--- src/rtl/y86_pkg.sv ---
// Shared Y86-64 definitions: instruction codes, status codes, memory-stage FSM
// states and the decoded data-memory access payload.
package y86_pkg;

  localparam int unsigned ICODE_W = 4;
  localparam int unsigned WORD_W  = 64;
  localparam int unsigned STAT_W  = 3;

  localparam logic [ICODE_W-1:0] IHALT   = 4'h0;
  localparam logic [ICODE_W-1:0] INOP    = 4'h1;
  localparam logic [ICODE_W-1:0] IRRMOVQ = 4'h2;
  localparam logic [ICODE_W-1:0] IIRMOVQ = 4'h3;
  localparam logic [ICODE_W-1:0] IRMMOVQ = 4'h4;
  localparam logic [ICODE_W-1:0] IMRMOVQ = 4'h5;
  localparam logic [ICODE_W-1:0] IOPQ    = 4'h6;
  localparam logic [ICODE_W-1:0] IJXX    = 4'h7;
  localparam logic [ICODE_W-1:0] ICALL   = 4'h8;
  localparam logic [ICODE_W-1:0] IRET    = 4'h9;
  localparam logic [ICODE_W-1:0] IPUSHQ  = 4'hA;
  localparam logic [ICODE_W-1:0] IPOPQ   = 4'hB;

  localparam logic [STAT_W-1:0] SAOK = 3'd1;
  localparam logic [STAT_W-1:0] SHLT = 3'd2;
  localparam logic [STAT_W-1:0] SADR = 3'd3;
  localparam logic [STAT_W-1:0] SINS = 3'd4;

  typedef enum logic [1:0] {
    MS_IDLE   = 2'd0,
    MS_CHECK  = 2'd1,
    MS_ACCESS = 2'd2,
    MS_FIN    = 2'd3
  } ms_state_e;

  typedef struct packed {
    logic              needs_access;
    logic              we;
    logic [WORD_W-1:0] addr;
    logic [WORD_W-1:0] wdata;
  } mem_access_t;

endpackage

--- src/rtl/memory_stage_if.sv ---
// Data-memory req/ack bus between the memory stage (master) and data memory (slave).
interface memory_stage_if;
  import y86_pkg::*;

  logic              mem_req;
  logic              mem_we;
  logic [WORD_W-1:0] mem_addr;
  logic [WORD_W-1:0] mem_wdata;
  logic              mem_ack;
  logic [WORD_W-1:0] mem_rdata;
  logic              mem_err;

  modport master (
    output mem_req, mem_we, mem_addr, mem_wdata,
    input  mem_ack, mem_rdata, mem_err
  );

  modport slave (
    input  mem_req, mem_we, mem_addr, mem_wdata,
    output mem_ack, mem_rdata, mem_err
  );

endinterface

--- src/rtl/mem_access_decode.sv ---
// Combinational map from icode and operands to the data-memory access
// (whether one is needed, direction, address, write data).
module mem_access_decode
  import y86_pkg::*;
(
  input  logic [ICODE_W-1:0] icode,
  input  logic [WORD_W-1:0]  valE,
  input  logic [WORD_W-1:0]  valA,
  input  logic [WORD_W-1:0]  valP,
  output mem_access_t        acc_c
);

  always_comb begin
    acc_c = '0;
    case (icode)
      IRMMOVQ, IPUSHQ: begin
        acc_c.needs_access = 1'b1;
        acc_c.we           = 1'b1;
        acc_c.addr         = valE;
        acc_c.wdata        = valA;
      end
      ICALL: begin
        acc_c.needs_access = 1'b1;
        acc_c.we           = 1'b1;
        acc_c.addr         = valE;
        acc_c.wdata        = valP;
      end
      IMRMOVQ: begin
        acc_c.needs_access = 1'b1;
        acc_c.addr         = valE;
      end
      // Stack pops read from the old stack pointer carried in valA.
      IRET, IPOPQ: begin
        acc_c.needs_access = 1'b1;
        acc_c.addr         = valA;
      end
      default: acc_c = '0;
    endcase
  end

endmodule

--- src/rtl/memory_stage.sv ---
// Y86-64 memory stage: status check, req/ack data-memory access with timeout,
// one-cycle done pulse. Optional address bounds check under MEM_BOUNDS_CHECK_EN.
module memory_stage
  import y86_pkg::*;
#(
  parameter int unsigned TIMEOUT_CYCLES = 255
`ifdef MEM_BOUNDS_CHECK_EN
  ,
  parameter logic [63:0] ADDR_LIMIT     = 64'h1000
`endif
) (
  input  logic                clk,
  input  logic                rst_n,
  input  logic                start,
  input  logic [ICODE_W-1:0]  icode,
  input  logic [WORD_W-1:0]   valE,
  input  logic [WORD_W-1:0]   valA,
  input  logic [WORD_W-1:0]   valP,
  input  logic                instr_valid,
  input  logic                imem_error,
  memory_stage_if.master      mem,
  output logic                busy,
  output logic                done,
  output logic [WORD_W-1:0]   valM,
  output logic [STAT_W-1:0]   stat
);

  localparam int unsigned CNT_W = (TIMEOUT_CYCLES > 1) ? $clog2(TIMEOUT_CYCLES + 1) : 1;

  ms_state_e         state;
  mem_access_t       acc_c;
  logic              needs_q;
  logic              imem_error_q;
  logic              instr_valid_q;
  logic              halt_q;
  logic [CNT_W-1:0]  cnt;
  logic [STAT_W-1:0] check_stat_c;

  mem_access_decode u_decode (
    .icode (icode),
    .valE  (valE),
    .valA  (valA),
    .valP  (valP),
    .acc_c (acc_c)
  );

  // Status precedence evaluated on the instruction latched at start.
  always_comb begin
    check_stat_c = SAOK;
    if (imem_error_q) begin
      check_stat_c = SADR;
    end else if (!instr_valid_q) begin
      check_stat_c = SINS;
    end else if (halt_q) begin
      check_stat_c = SHLT;
    end
`ifdef MEM_BOUNDS_CHECK_EN
    // 65-bit end address makes an addr+7 wrap count as out of bounds.
    else if (needs_q &&
             ((mem.mem_addr >= ADDR_LIMIT) ||
              (({1'b0, mem.mem_addr} + 65'd7) > {1'b0, ADDR_LIMIT - 64'd1}))) begin
      check_stat_c = SADR;
    end
`endif
  end

  always_ff @(posedge clk or negedge rst_n) begin
    if (!rst_n) begin
      state         <= MS_IDLE;
      mem.mem_req   <= 1'b0;
      mem.mem_we    <= 1'b0;
      mem.mem_addr  <= '0;
      mem.mem_wdata <= '0;
      busy          <= 1'b0;
      done          <= 1'b0;
      valM          <= '0;
      stat          <= SAOK;
      needs_q       <= 1'b0;
      imem_error_q  <= 1'b0;
      instr_valid_q <= 1'b0;
      halt_q        <= 1'b0;
      cnt           <= '0;
    end else begin
      done <= 1'b0;
      case (state)
        MS_IDLE: begin
          if (start) begin
            state         <= MS_CHECK;
            busy          <= 1'b1;
            mem.mem_addr  <= acc_c.addr;
            mem.mem_wdata <= acc_c.wdata;
            mem.mem_we    <= acc_c.we;
            needs_q       <= acc_c.needs_access;
            imem_error_q  <= imem_error;
            instr_valid_q <= instr_valid;
            halt_q        <= (icode == IHALT);
          end
        end
        MS_CHECK: begin
          cnt <= '0;
          if (check_stat_c == SAOK && needs_q) begin
            state       <= MS_ACCESS;
            mem.mem_req <= 1'b1;
          end else begin
            state <= MS_FIN;
            done  <= 1'b1;
            stat  <= check_stat_c;
            valM  <= '0;
          end
        end
        MS_ACCESS: begin
          // An ack in the timeout cycle still completes the access normally.
          if (mem.mem_ack) begin
            mem.mem_req <= 1'b0;
            state       <= MS_FIN;
            done        <= 1'b1;
            stat        <= mem.mem_err ? SADR : SAOK;
            valM        <= mem.mem_we ? '0 : mem.mem_rdata;
          end else if (cnt == CNT_W'(TIMEOUT_CYCLES)) begin
            mem.mem_req <= 1'b0;
            state       <= MS_FIN;
            done        <= 1'b1;
            stat        <= SADR;
            valM        <= '0;
          end else begin
            cnt <= cnt + CNT_W'(1);
          end
        end
        MS_FIN: begin
          state <= MS_IDLE;
          busy  <= 1'b0;
        end
        default: state <= MS_IDLE;
      endcase
    end
  end

endmodule

--- src/flat_wrapper.sv ---
// flat-port wrapper written by rule: the top's interface ports become plain ports
module memory_stage_flat import y86_pkg::*;
#(
  parameter int unsigned TIMEOUT_CYCLES = 255

)
  (clk, rst_n, start, icode, valE, valA, valP, instr_valid, imem_error, busy, done, valM, stat, mem_mem_req, mem_mem_we, mem_mem_addr, mem_mem_wdata, mem_mem_ack, mem_mem_rdata, mem_mem_err);
  memory_stage_if mem_i ();
  input  logic clk;
  input  logic rst_n;
  input  logic start;
  input  logic [ICODE_W-1:0] icode;
  input  logic [WORD_W-1:0] valE;
  input  logic [WORD_W-1:0] valA;
  input  logic [WORD_W-1:0] valP;
  input  logic instr_valid;
  input  logic imem_error;
  output logic busy;
  output logic done;
  output logic [WORD_W-1:0] valM;
  output logic [STAT_W-1:0] stat;
  output wire logic [$bits(mem_i.mem_req)-1:0] mem_mem_req;
  output wire logic [$bits(mem_i.mem_we)-1:0] mem_mem_we;
  output wire logic [$bits(mem_i.mem_addr)-1:0] mem_mem_addr;
  output wire logic [$bits(mem_i.mem_wdata)-1:0] mem_mem_wdata;
  input wire logic [$bits(mem_i.mem_ack)-1:0] mem_mem_ack;
  input wire logic [$bits(mem_i.mem_rdata)-1:0] mem_mem_rdata;
  input wire logic [$bits(mem_i.mem_err)-1:0] mem_mem_err;
  assign mem_mem_req = mem_i.mem_req;
  assign mem_mem_we = mem_i.mem_we;
  assign mem_mem_addr = mem_i.mem_addr;
  assign mem_mem_wdata = mem_i.mem_wdata;
  assign mem_i.mem_ack = mem_mem_ack;
  assign mem_i.mem_rdata = mem_mem_rdata;
  assign mem_i.mem_err = mem_mem_err;
  memory_stage #(.TIMEOUT_CYCLES(TIMEOUT_CYCLES)) u_core (.clk(clk), .rst_n(rst_n), .start(start), .icode(icode), .valE(valE), .valA(valA), .valP(valP), .instr_valid(instr_valid), .imem_error(imem_error), .mem(mem_i), .busy(busy), .done(done), .valM(valM), .stat(stat));
endmodule
--- config.mk ---
export PLATFORM = sky130hd
export DESIGN_NAME = memory_stage_flat
export DESIGN_NICKNAME = d
export VERILOG_FILES = /design/src/rtl/y86_pkg.sv /design/src/rtl/memory_stage_if.sv /design/src/rtl/mem_access_decode.sv /design/src/rtl/memory_stage.sv /design/src/flat_wrapper.sv
export SDC_FILE = /design/constraint.sdc
export NUM_CORES = 1
export LEC_CHECK = 0
export CAP_MARGIN = 20
export CORE_AREA = 3 3 182 184
export DETAILED_ROUTE_END_ITERATION = 7
export DIE_AREA = 0 0 185 187
export PLACE_DENSITY = 0.61
export RECOVER_POWER = 50
export SLEW_MARGIN = 0
export SYNTH_ARGS = -nofsm -noshare
export SYNTH_HDL_FRONTEND = slang
export SYNTH_SLANG_ARGS = --single-unit
--- constraint.sdc ---
create_clock -name clk -period 2 [get_ports clk]
set_clock_uncertainty 0.1 [all_clocks]
set_input_delay 0.2 -clock clk [delete_from_list [all_inputs] [get_ports clk]]
set_output_delay 0.2 -clock clk [all_outputs]
set_load 0.01 [all_outputs]
# Word level (Yosys, flattened, before mapping)
# Index checks and enable logic that the tools add are counted.
dict set report totals {
  regBits 213
  word_cells 83
  latch_bits 0
  inputBits 267
  mem_bits_rw 0
  output_inout_bits 199
  rom_bits 0
  n_memories 0
}
dict set report op_classes {
  bitwise_logic 0
  mux 35
  n_lt_le_gt_ge 0
  add_sub_neg 1
  n_reduce_logical 16
  eq_ne 17
  n_shift 0
  n_mul 0
  div_mod_pow 0
}
# op n
set ops {}
lappend ops {{case mux 64 bit (2 select lines)} 3}
lappend ops {{two-way mux 64 bit} 4}
lappend ops {{== test 4 bit, second input constant} 4}
lappend ops {{two-way mux 8 bit} 2}
lappend ops {{case mux 8 bit (2 select lines)} 1}
lappend ops {{two-way mux 3 bit} 5}
lappend ops {{two-way mux 1 bit} 10}
lappend ops {{two-way mux 2 bit} 5}
lappend ops {{AND reduction 3 bit} 3}
lappend ops {{adder 8 x 1 -> 8 bit, second input constant} 1}
lappend ops {{== test 4 x 3 -> 1 bit, second input constant} 2}
lappend ops {{== test 8 bit, second input constant} 1}
lappend ops {{!= test 2 bit, second input constant} 4}
lappend ops {{case mux 2 bit (4 select lines)} 1}
lappend ops {{case mux 1 bit (2 select lines)} 3}
lappend ops {{case mux 3 bit (2 select lines)} 1}
lappend ops {{AND reduction 2 bit} 3}
lappend ops {{OR reduction 6 bit} 1}
lappend ops {{== test 2 bit, second input constant} 2}
lappend ops {{zero test 4 bit} 1}
lappend ops {{nonzero test 2 bit} 2}
lappend ops {{OR reduction 2 bit} 2}
lappend ops {{OR reduction 4 bit} 1}
lappend ops {{== test 3 x 1 -> 1 bit, second input constant} 1}
lappend ops {{other kinds (6)} 6}

# Logic depth before layout (Yosys ltp)
dict set report logic_depth {
  depth_word 7
  ltp_mapped 8
}

# By module
# Synthesis repeated with hierarchy kept, for this count alone.
dict set report hier_totals {
  hier_cells 1130
  hier_area_um2 13128.8
}
# module area_per_inst_um2 seq_area_each_um2 instances cells_each
set modules_own_cells {}
lappend modules_own_cells {memory_stage 8609.5 5331.4 1 650}
lappend modules_own_cells {mem_access_decode 4519.3 0.0 1 480}

# Least setup slack after synthesis
# Ideal clock, no wire load.
dict set report synth_path {
  kind {reg-to-reg}
  start {register u_core.state[0]}
  end {register u_core.mem.mem_addr[24]}
  arrival_ns 1.696
  stages_incl_launch_ff 9
  path_slack_ns 0.121
  n_path_buf 3
  setup_time_ns 0.083
  required_time_ns 1.817
  synth_period_minus_slack_ns 1.879
  path_cell_list {dfrtp_1 -> inv_1 -> ha_1 -> nand2_1 -> clkbuf_1 -> clkbuf_1 -> clkbuf_1 -> nand2_1 -> o21ai_0}
}
dict set report synth_via {
  elab_chain_len 2
}
# element line_no
set synth_rtl {}
lappend synth_rtl {{start, declared} memory_stage.sv:30} ;# ms_state_e state;
lappend synth_rtl {{start signal, assigned} memory_stage.sv:69} ;# state <= MS_IDLE;
lappend synth_rtl {{start signal, assigned} memory_stage.sv:88} ;# state <= MS_CHECK;
lappend synth_rtl {{start signal, assigned} memory_stage.sv:102} ;# state <= MS_ACCESS;
lappend synth_rtl {{zero test 2 bit} memory_stage.sv:85} ;# case (state)
lappend synth_rtl {{AND reduction 2 bit (no source line)} -}
lappend synth_rtl {{end signal, assigned} memory_stage.sv:90} ;# mem.mem_addr <= acc_c.addr;
lappend synth_rtl {{end, declared} memory_stage_if.sv:14} ;# output mem_req, mem_we, mem_addr, mem_wdata,
# No other way between the ends.
# A chain may end at the register's enable or synchronous reset.

# Worst setup path in the final report
dict set report layout_path {
  start {register u_core.state[0]}
  end {register u_core.stat[1]}
}
dict set report layout_via {
  elab_chain_len 3
}
# element line_no
set layout_rtl {}
lappend layout_rtl {{== test 2 bit / == test 2 x 1 -> 1 bit (equally long branches)} memory_stage.sv:85}
lappend layout_rtl {{!= test 3 x 2 -> 1 bit (no source line), or another cell as far along} -}
lappend layout_rtl {{AND reduction 3 bit (no source line)} -}
lappend layout_rtl {{end signal, assigned} memory_stage.sv:107} ;# stat <= check_stat_c;
lappend layout_rtl {{end signal, assigned} memory_stage.sv:117} ;# stat <= mem.mem_err ? SADR : SAOK;
lappend layout_rtl {{end, declared} memory_stage.sv:25} ;# output logic [STAT_W-1:0] stat
# Several ways; a longest one is shown, not always the timed one.

==> results.md <==
- Final Hold Fails: 0
- Routed metal-1 wirelength: 14.8 mm
- Port bufs: 465
- Power Total: 18700 µW
- CTS tree: yes
- Initial antenna violation count: 1
- Period utilisation layout: 97.9%
- Final setup TNS: 0 ps
- Met3 Wirelength: 3.59 mm
- Fraction of layout cells with a size suffix above 1: 8.95%
- Clock-pin slew on the worst setup and hold paths: 60 ps
- Yosys warns: 0
- Starting Density: 30.8%
- CP required: 2300 ps
- Slew Viols, Final: 0
- Fillcell total: 2826
- Worst slew pin tran: 1420 ps
- Syn nets: 1171
- Synthesized flop and latch total: 213
- Hold Path Stages: 3
- Drt wl/cell: 21.2 µm
- Mean post-synth cell area: 10.8 µm²
- Hold Startpoint: mem_mem_rdata[53]
- Die width: 185 µm
- R2R cell count: 8
- Detail Placement HPWL: 28.1 mm
- Multi-input combinational cell area: 0.00382 mm²
- DRC: 0
- Antenna Nets Post-Route: 0
- Die area: 0.0346 mm²
- DRT Wirelength: 38.2 mm
- Vias post-DR: 9063
- Fin nets: 1651
- DIE HEIGHT: 187 µm
- Pwr per Cell Area: 1150 mW/mm²
- Htree depth: 1
- CTS buffer count: 26
- Grt ovf: 0
- Worst hold path class: primary input to register
- Largest net degree at the start of global routing: 73
- Relative slew slack: 5.61%
- RD Place Congestion: 0.833
- Setup CP Type: register to register
- Top layer in use: met4
- Drt first pass iters: 4
- Total GRT Usage: 20.8%
- Max VDD drop: 585 µV
- Vias in the first global route: 9422
- Core area: 0.0316 mm²
- Storage cell area: 0.00534 mm²
- # rows: 65
- RSZ-0062 raised after global routing: true
- Syn-to-layout area delta: 67.9%
- I/O pin cnt: 466
- First-pass GRT wire length: 56.6 mm
- DR vias/cell: 5.04
- FMAX: 511 MHz
- CP startpoint kind: register
- Maximum fanout along the worst path: 4
- Unique masters post-synth: 49
- Crit end category: register
- DR WL met2: 18.7 mm
- Arr. time, crit path: 2260 ps
- Max Cap Violations: 0
- Status: completed
- Clock sink total: 213
- Clk_lat worst skew: 520 ps
- Root buf cell: clkbuf_16
- Worst r2r src: u_core.state[0]
- Leakage: 0.00683 µW
- Register area share after synthesis: 54.9%
- Post-route minimum period: 1960 ps
- DRC marker count from the first detailed-route iteration: 362
- Setup violators final: 0
- CP startpoint: u_core.state[0]
- CTS max path bufs: 3
- Cell Area, Synth: 0.00972 mm²
- Mapped Cells: 899
-- Yosys cell counts, drive strengths merged --
library cell | count | area [µm²]
clkbuf | 43 | 163
a21oi | 8 | 55.1
nor4 | 2 | 12.5
dfrtp | 212 | 5310
mux2 | 7 | 78.8
or4 | 1 | 7.51
dfstp | 1 | 26.3
and4 | 1 | 11.3
a31oi | 3 | 18.8
a41oi | 1 | 27.5
buf | 29 | 220
ha | 5 | 62.6
nand3b | 1 | 7.51
a22o | 126 | 1100
a311o | 2 | 20.0
o21ai | 73 | 369
or2 | 1 | 6.26
o221ai | 1 | 8.76
a41o | 1 | 10.0
o311ai | 3 | 26.3
o32ai | 1 | 8.76
nor3 | 2 | 15.0
nand2b | 3 | 18.8
a22oi | 65 | 488
mux2i | 65 | 651
nor2 | 5 | 35.0
or3b | 1 | 8.76
inv | 73 | 274
nand3 | 6 | 30.0
nand2 | 139 | 522
nand4 | 1 | 6.26
o211ai | 1 | 7.51
a211oi | 3 | 22.5
nor2b | 6 | 37.5
a21o | 2 | 15.0
nor4bb | 1 | 10.0
and3 | 1 | 6.26
or3 | 1 | 6.26
o41ai | 1 | 8.76
o31ai | 1 | 7.51
-- sequential cells by signal (all words and copies together) (netlist names), 2 cells and up --
signal,flops
u_core.cnt,8
u_core.valM,64
u_core.state,2
u_core.mem.mem_wdata,64
u_core.mem.mem_addr,64
u_core.stat,3
-- stage by stage --
step	setup slack [ps]	hold slack [ps]	util (%)	area (µm²)	std cells
finish	43.0	128	51.7	16300	1800
global placement	-133	70.2	48.3	15300	1745
detailed placement	-134	69.3	48.3	15300	1745
floorplan	121	-196	-	9720	899
CTS	10.4	97.5	51.1	16100	1792
global route	-13.6	120	51.7	16300	1800
-- metal layers --
metal,global-route usage [%],up-vias
met5,0,-
met4,6.35,0
met3,6.16,61
met2,36.0,411
met1,25.0,4424
li1,-,4167
-- what timing repair did --
action,4_1_cts,5_1_grt
buffers inserted,0,2
hold buffers,1,0
resized for setup,0,21
endpoints found under the setup margin,0,62
endpoints found under the hold margin,213,0
-- where the power goes --
part | internal (µW) | total [µW] | switching, µW
clock | 2910 | 4740 | 1830
sequential | 5370 | 6020 | 647
combinational | 4380 | 7940 | 3560
total | 12700 | 18700 | 6030
-- cell usage in the layout (no fill, tap or decap), types with 3 or more instances in the layout --
| cell | instances |
|---|---|
| a31oi_1 | 3 |
| clkdlybuf4s50_1 | 464 |
| inv_1 | 70 |
| dfrtp_2 | 4 |
| o21ai_0 | 71 |
| buf_12 | 21 |
| clkbuf_16 | 32 |
| a22o_1 | 126 |
| nand2b_1 | 3 |
| a22oi_1 | 65 |
| buf_16 | 4 |
| mux2i_2 | 3 |
| mux2_2 | 6 |
| nor2b_1 | 6 |
| o311ai_0 | 3 |
| mux2i_1 | 62 |
| nand3_1 | 6 |
| buf_4 | 24 |
| clkbuf_8 | 5 |
| dfrtp_1 | 208 |
| a211oi_1 | 3 |
| a21oi_1 | 6 |
| nand2_1 | 138 |
| clkbuf_1 | 12 |
-- worst max-delay path, stage by stage, from the launching register on --
cell and delay [ps]:
dfrtp_2 450, inv_4 90, ha_4 130, inv_2 40, mux2_4 280, a21oi_4 180
buf_12 130, clkbuf_16 120, mux2_2 320
-- cell families (layout without fill, tap and decap cells) --
family | count (synthesis) | after routing | share of synthesized area [%]
AO/OA/AOI/OAI | 292 | 292 | 22.6
other | 0 | 1 | 0
multiplexers | 72 | 72 | 7.51
AND/OR/NAND/NOR | 172 | 172 | 7.62
adder cells (fa/ha/maj) | 5 | 5 | 0.644
flip-flops | 213 | 213 | 54.9
buffers and inverters | 145 | 643 | 6.76
-- final cells by class --
class / count / area share, %
timing repair buffer: 524 / 33.9
sequential: 213 / 32.7
multi-input combinational: 541 / 23.4
clock buffer: 44 / 4.84
tap: 402 / 3.08
inverter: 73 / 1.70
clock inverter: 2 / 0.368
antenna: 1 / 0.0153
-- final timing paths --
kind                       slack, ps                  endpoint
max                               40            u_core.stat[1]
min                              130           u_core.valM[53]
max reg2reg                       40            u_core.stat[1]
min reg2reg                      370            u_core.needs_q
max in group asynchronous        280  u_core.mem.mem_wdata[60]
min in group asynchronous        470           u_core.valM[28]
No activity file was read; power rests on OpenSTA's default activity.
